===== src/rtl/fifo_rd_pkg.sv =====
// Shared types and constants for the FIFO burst reader.
package fifo_rd_pkg;

  typedef enum logic [1:0] {
    IDLE   = 2'd0,
    ACTIVE = 2'd1,
    DONE   = 2'd2
  } state_e;

  localparam int SKID_DEPTH = 2;
  localparam int OCC_W      = $clog2(SKID_DEPTH + 1);

endpackage


===== src/rtl/fifo_burst_reader_if.sv =====
// FIFO read port plus the outgoing valid/ready stream, seen from the reader (master) side.
interface fifo_burst_reader_if #(
  parameter int FIFO_WIDTH = 16
);
  logic                  fifo_rd_en;
  logic [FIFO_WIDTH-1:0] fifo_data_out;
  logic                  fifo_empty;
  logic                  fifo_underflow;
  logic [FIFO_WIDTH-1:0] m_data;
  logic                  m_valid;
  logic                  m_ready;

  modport master (
    output fifo_rd_en, m_data, m_valid,
    input  fifo_data_out, fifo_empty, fifo_underflow, m_ready
  );

  modport slave (
    input  fifo_rd_en, m_data, m_valid,
    output fifo_data_out, fifo_empty, fifo_underflow, m_ready
  );
endinterface


===== src/rtl/fifo_rd_skid.sv =====
// Two-entry register skid buffer; head is always the oldest word.
module fifo_rd_skid
  import fifo_rd_pkg::*;
#(
  parameter int WIDTH = 16
) (
  input  logic             clk,
  input  logic             rst_n,
  input  logic             push_i,
  input  logic [WIDTH-1:0] data_i,
  input  logic             pop_i,
  output logic [OCC_W-1:0] occ_o,
  output logic [WIDTH-1:0] head_o
);

  logic [WIDTH-1:0] head_q, head_d;
  logic [WIDTH-1:0] tail_q, tail_d;
  logic [OCC_W-1:0] occ_q, occ_d;

  always_comb begin
    head_d = head_q;
    tail_d = tail_q;
    occ_d  = occ_q;
    unique case ({push_i, pop_i})
      2'b10: begin
        if (occ_q == '0) head_d = data_i;
        else             tail_d = data_i;
        if (occ_q != OCC_W'(SKID_DEPTH)) occ_d = occ_q + 1'b1;
      end
      2'b01: begin
        head_d = tail_q;
        occ_d  = occ_q - 1'b1;
      end
      2'b11: begin
        // Occupancy is unchanged; the incoming word lands behind whatever remains.
        if (occ_q == OCC_W'(1)) begin
          head_d = data_i;
        end else begin
          head_d = tail_q;
          tail_d = data_i;
        end
      end
      default: ;
    endcase
  end

  always_ff @(posedge clk or negedge rst_n) begin
    if (!rst_n) begin
      head_q <= '0;
      tail_q <= '0;
      occ_q  <= '0;
    end else begin
      head_q <= head_d;
      tail_q <= tail_d;
      occ_q  <= occ_d;
    end
  end

  assign occ_o  = occ_q;
  assign head_o = head_q;

endmodule


===== src/rtl/fifo_burst_reader.sv =====
// Drains burst_len words from a FIFO read port onto a valid/ready stream,
// hiding the FIFO's one-cycle read latency behind a 2-entry skid buffer.
module fifo_burst_reader
  import fifo_rd_pkg::*;
#(
  parameter int FIFO_WIDTH = 16,
  parameter int FIFO_DEPTH = 8,
  parameter int LEN_WIDTH  = 8
) (
  input  logic                 clk,
  input  logic                 rst_n,
  input  logic                 start,
  input  logic [LEN_WIDTH-1:0] burst_len,
  output logic                 busy,
  output logic                 done,
  output logic                 err_underflow,
  fifo_burst_reader_if.master  bus
);

  if (FIFO_DEPTH < 1) begin : g_depth_chk
    $error("fifo_burst_reader: FIFO_DEPTH must be positive");
  end

  state_e               state_q, state_d;
  logic [LEN_WIDTH-1:0] issue_q, issue_d;
  logic [LEN_WIDTH-1:0] deliver_q, deliver_d;
  logic                 inflight_q;
  logic                 err_q, err_d;

  logic [OCC_W-1:0]      occ;
  logic [FIFO_WIDTH-1:0] head;
  logic                  pop;
  logic                  rd_en;
  logic [2:0]            pending;

  // Words already committed to the skid next cycle if nothing more is read.
  assign pop     = (occ != '0) && bus.m_ready;
  assign pending = 3'(occ) + 3'(inflight_q) - 3'(pop);
  assign rd_en   = (state_q == ACTIVE) && (issue_q != '0) && !bus.fifo_empty
                   && (pending < 3'(SKID_DEPTH));

  fifo_rd_skid #(.WIDTH(FIFO_WIDTH)) u_skid (
    .clk    (clk),
    .rst_n  (rst_n),
    .push_i (inflight_q),
    .data_i (bus.fifo_data_out),
    .pop_i  (pop),
    .occ_o  (occ),
    .head_o (head)
  );

  always_comb begin
    state_d   = state_q;
    issue_d   = issue_q;
    deliver_d = deliver_q;
    err_d     = err_q;
    unique case (state_q)
      IDLE: begin
        if (start) begin
          issue_d   = burst_len;
          deliver_d = burst_len;
          err_d     = 1'b0;
          state_d   = (burst_len == '0) ? DONE : ACTIVE;
        end
      end
      ACTIVE: begin
        if (rd_en && issue_q != '0) issue_d = issue_q - 1'b1;
        if (pop && deliver_q != '0) begin
          deliver_d = deliver_q - 1'b1;
          if (deliver_q == LEN_WIDTH'(1)) state_d = DONE;
        end
      end
      DONE:    state_d = IDLE;
      default: state_d = IDLE;
    endcase
    if (state_q != IDLE && bus.fifo_underflow) err_d = 1'b1;
  end

  always_ff @(posedge clk or negedge rst_n) begin
    if (!rst_n) begin
      state_q    <= IDLE;
      issue_q    <= '0;
      deliver_q  <= '0;
      inflight_q <= 1'b0;
      err_q      <= 1'b0;
    end else begin
      state_q    <= state_d;
      issue_q    <= issue_d;
      deliver_q  <= deliver_d;
      inflight_q <= rd_en;
      err_q      <= err_d;
    end
  end

  assign busy           = (state_q != IDLE);
  assign done           = (state_q == DONE);
  assign err_underflow  = err_q;
  assign bus.fifo_rd_en = rd_en;
  assign bus.m_valid    = (occ != '0);
  assign bus.m_data     = head;

endmodule


===== src/flat_wrapper.sv =====
// flat-port wrapper written by rule: the top's interface ports become plain ports
module fifo_burst_reader_flat import fifo_rd_pkg::*;
#(
  parameter int FIFO_WIDTH = 16,
  parameter int FIFO_DEPTH = 8,
  parameter int LEN_WIDTH  = 8
)
  (clk, rst_n, start, burst_len, busy, done, err_underflow, bus_fifo_rd_en, bus_m_data, bus_m_valid, bus_fifo_data_out, bus_fifo_empty, bus_fifo_underflow, bus_m_ready);
  fifo_burst_reader_if #(.FIFO_WIDTH(FIFO_WIDTH)) bus_i ();
  input  logic clk;
  input  logic rst_n;
  input  logic start;
  input  logic [LEN_WIDTH-1:0] burst_len;
  output logic busy;
  output logic done;
  output logic err_underflow;
  output wire logic [$bits(bus_i.fifo_rd_en)-1:0] bus_fifo_rd_en;
  output wire logic [$bits(bus_i.m_data)-1:0] bus_m_data;
  output wire logic [$bits(bus_i.m_valid)-1:0] bus_m_valid;
  input wire logic [$bits(bus_i.fifo_data_out)-1:0] bus_fifo_data_out;
  input wire logic [$bits(bus_i.fifo_empty)-1:0] bus_fifo_empty;
  input wire logic [$bits(bus_i.fifo_underflow)-1:0] bus_fifo_underflow;
  input wire logic [$bits(bus_i.m_ready)-1:0] bus_m_ready;
  assign bus_fifo_rd_en = bus_i.fifo_rd_en;
  assign bus_m_data = bus_i.m_data;
  assign bus_m_valid = bus_i.m_valid;
  assign bus_i.fifo_data_out = bus_fifo_data_out;
  assign bus_i.fifo_empty = bus_fifo_empty;
  assign bus_i.fifo_underflow = bus_fifo_underflow;
  assign bus_i.m_ready = bus_m_ready;
  fifo_burst_reader #(.FIFO_WIDTH(FIFO_WIDTH), .FIFO_DEPTH(FIFO_DEPTH), .LEN_WIDTH(LEN_WIDTH)) u_core (.clk(clk), .rst_n(rst_n), .start(start), .burst_len(burst_len), .busy(busy), .done(done), .err_underflow(err_underflow), .bus(bus_i));
endmodule

===== config.mk =====
export PLATFORM = sky130hd
export DESIGN_NAME = fifo_burst_reader_flat
export DESIGN_NICKNAME = d
export VERILOG_FILES = /design/src/rtl/fifo_rd_pkg.sv /design/src/rtl/fifo_burst_reader_if.sv /design/src/rtl/fifo_rd_skid.sv /design/src/rtl/fifo_burst_reader.sv /design/src/flat_wrapper.sv
export SDC_FILE = /design/constraint.sdc
export NUM_CORES = 1
export LEC_CHECK = 0
export ABC_AREA = 1
export BUFFER_PORTS_ARGS = -buffer_cell sky130_fd_sc_hd__clkbuf_2
export CAP_MARGIN = 10
export CORE_UTILIZATION = 54
export DETAILED_ROUTE_END_ITERATION = 6
export PLACE_DENSITY_LB_ADDON = 0.3
export REMOVE_ABC_BUFFERS = 1
export SLEW_MARGIN = 25
export SYNTH_ARGS = -nofsm -noshare
export SYNTH_HDL_FRONTEND = slang
export SYNTH_HIERARCHICAL = 1
export SYNTH_SLANG_ARGS = --single-unit

===== constraint.sdc =====
create_clock -name clk -period 2.7 [get_ports clk]
set_clock_uncertainty 0.1 [all_clocks]
set_input_delay 0.405 -clock clk [delete_from_list [all_inputs] [get_ports clk]]
set_output_delay 0.405 -clock clk [all_outputs]
set_load 0.03 [all_outputs]

==> run_results.csv <==
group,metric,value,unit
synthesis,synth-simple-area-share,39.1,%
place,gp_congestion,0.845,
pwr,p_leak,2.16,nW
layout,syn_to_final_growth,13.6,%
worst_setup_path,crit_path_max_fanout,2,
place,place_ws,106,ps
pwr,power_density,1240,mW/mm^2
grt,antenna_found_initial,0,
die,die-height,79.9,um
status,violations,"negative setup slack",
die,core,0.00589,sq mm
synthesis,syn_avg_cell_area,7.08,sq um
synthesis,yosysWarnings,6,
grt,grt_max_degree,24,
route,drt_iter0_drc,143,
timing,final_hold_viol_count,0,
place,dp_hpwl,5.19,mm
worst_setup_path,r2r_start,"u_core/u_skid/occ_o[1]",
route,ant_nets,0,
worst_setup_path,critPathRequiredTime,2190,ps
timing,slew_headroom,63.1,%
synthesis,netlist_top_cells_area,"dfrtp_1 41%, nand2_1 21%, nand3_1 10%",
die,dieArea,0.00638,sq mm
die,rows,28,
worst_hold_path,min_path_type,"primary input to flip-flop",
die,initial_core_util,55.7,%
pwr,p_seq_share,31.2,%
worst_setup_path,arrival,2290,ps
timing,final_max_slew_viol_count,0,
route,firstDrtPassIters,4,
synthesis,synth_edf_count,0,
layout,drive_above_1_share,18.0,%
worst_setup_path,reg2reg_slack,220,ps
grt,first_global_vias,2703,
grt,track_usage,24.2,%
synthesis,synth_ff_type,"dfrtp_1",
worst_setup_path,end_kind,"output pin",
job,drv_cap,0,
route,via_per_inst,5.07,
clocking,cts_tree,"built",
synthesis,yosys-top-cells-count,"179 x nand2_1, 67 x nand3_1, 65 x inv_1",
route,routedWlPerCell,12.0,um
synthesis,async_reset_ff_share,100,%
pwr,swShare,49.1,%
pwr,internal_power,2.34,mW
worst_setup_path,r2r_cells,15,
pwr,comb_power_share,56.8,%
timing,tightest_slew,554,ps
pwr,switchingPower,2.26,mW
synthesis,synth.top_cell.area_share,41.2,%
clocking,clock_latency,310,ps
grt,grt_first_pass_wirelength,12.1,mm
worst_setup_path,crit_type,"flip-flop to output pin",
clocking,htreeDepth,2,
layout,num-fill-cells,554,
timing,hold_slack,201,ps
synthesis,synthMuxAreaShare,0,%
route,drc,0,
timing,min_period,2800,ps
clocking,root_buffer,"clkbuf_8",
worst_setup_path,startpoint,"u_core/u_skid/occ_o[1]",
synthesis,syn-cell-area,0.00328,sq mm
timing,finalWorstSetupSlack,-95.7,ps
synthesis,ys_seq_elements,54,
timing,period_share,104,%
synthesis,yosysMostFrequentCell,"nand2_1",
route,wl,7.12,mm
synthesis,ys_seq_area_share,41.2,%
pwr,peakVddDrop,0.546,mV
synthesis,synth_xor_area_share,0.535,%
worst_setup_path,critPathCapture,"bus_fifo_rd_en",
pwr,pwr-share-clk,12.0,%
clocking,clockBufferDepth,2,
status,status,"finished with violations",
synthesis,synth.distinct_cells,29,
synthesis,synth-compound-area-share,4.58,%
clocking,cts_made_buffers,5,
layout,nets,556,
synthesis,synth.largest_area_cell,"dfrtp_1",
grt,grt_overflow,0,
timing,fmax,0.358,GHz
timing,rsz0062_at_grt,"true",
die,die_w,79.9,um
synthesis,synthCells,463,
clocking,clk_pin_slew,100,ps
layout,diodes,0,
die,ioPinCount,51,
clocking,cts_sinks,54,
route,vias,3001,
synthesis,synth_fa_ha_area_share,4.05,%
clocking,postCtsSetupBuffers,0,
worst_setup_path,cp-start-kind,"flip-flop",
place,port_buffers,50,
worst_setup_path,rr_endpoint,"u_core/issue_q[4]",
timing,finalSetupViolations,1,
synthesis,synth_top_family_by_area,"simple AND/OR/NAND/NOR gates",
## worst max-delay path: stages (launching register included)
cell     delay, ps
dfrtp_1        390
o21a_1         200
ha_1           270
inv_1           50
nand2_1         50
fa_1           490
inv_1           40
nor2_1          70
nand2_1         50
nor2_1         110
nand2_2         70
inv_2           70
buf_8          120
## power groups by stage
stage,combinational (mW),sequential [mW],clock (mW)
4_1_cts,2.62,1.44,0.554
3_3_place_gp,2.51,1.43,0
2_1_floorplan,1.71,1.66,0
3_5_place_dp,2.58,1.45,0
6_report,2.62,1.44,0.553
5_1_grt,2.99,1.48,0.588
## flip-flops by register name, indices dropped and copies added (netlist names)
register / cells
u_core/u_skid/tail_q: 16
u_core/deliver_q: 8
u_core/issue_q: 8
u_core/u_skid/head_o: 16
u_core/state_q: 2
u_core/inflight_q: 1
u_core/u_skid/occ_o: 2
u_core/err_underflow: 1
## placed cells by master (no fill, tap or decap), drive strengths merged, types with 4 or more instances in the layout
master and count:
nand2 189, inv 69, nand3 68, clkbuf 55, dfrtp 54, nor2 32, o21ai 15, ha 9
buf 8, a21oi 4
## stage by stage
step | cells | power (mW) | area [sq um] | TNS [ps] | utilization (%)
after global placement | 583 | 3.94 | 3590 | 0 | 61.0
final | 592 | 4.61 | 3720 | -95.7 | 63.3
after global routing | 592 | 5.06 | 3720 | -237 | 63.3
after CTS | 592 | 4.61 | 3720 | -133 | 63.2
after detailed placement | 583 | 4.03 | 3590 | 0 | 61.0
after floorplan | 451 | 3.37 | 3190 | -1290 | -
## layout make-up
class	count	area [sq um]	area share, %
clock inverter	2	37.5	1.01
inverter	69	259	6.96
tap	75	93.8	2.52
timing repair buffer	58	323	8.67
sequential	54	1350	36.3
clock buffer	6	72.6	1.95
multi-input combinational	328	1590	42.6
## kinds of logic after synthesis
kind of cell | after synthesis
and+or+nand+nor | 294
xor gates and xnor gates | 2
buffers and inverters | 81
adders and majority gates | 10
AOI/OAI and AO/OA | 22
DFF | 54
## per-layer routing
| layer | routed length (um) | share of wire [%] | global-route usage, % |
|---|---|---|---|
| met1 | 3180 | 45 | 31.2 |
| met5 | 0 | 0 | 0 |
| met4 | 81 | 1.1 | 6.25 |
| met2 | 3570 | 50 | 41.8 |
| met3 | 285 | 4.0 | 4.00 |
## worst min path at each step
stage                                from                        to  slack, ps  cells after the start
floorplan                           rst_n       u_core/deliver_q[0]          9                      0
global placement                    rst_n   u_core/u_skid/head_o[9]        310                      1
detailed placement                  rst_n  u_core/u_skid/head_o[12]        320                      1
CTS                 bus_fifo_data_out[12]  u_core/u_skid/tail_q[12]        200                      3
global route        bus_fifo_data_out[12]  u_core/u_skid/tail_q[12]        200                      3
finish               bus_fifo_data_out[5]   u_core/u_skid/tail_q[5]        200                      3
## timing repair
| action | in CTS | in global routing |
|---|---|---|
| pin swaps | 1 | 0 |
| resized for setup | 3 | 2 |
| endpoints found under the hold margin | 20 | 0 |
| endpoints found under the setup margin | 1 | 3 |
| hold buffers | 1 | 0 |
No activity file was read; power rests on OpenSTA's default activity.
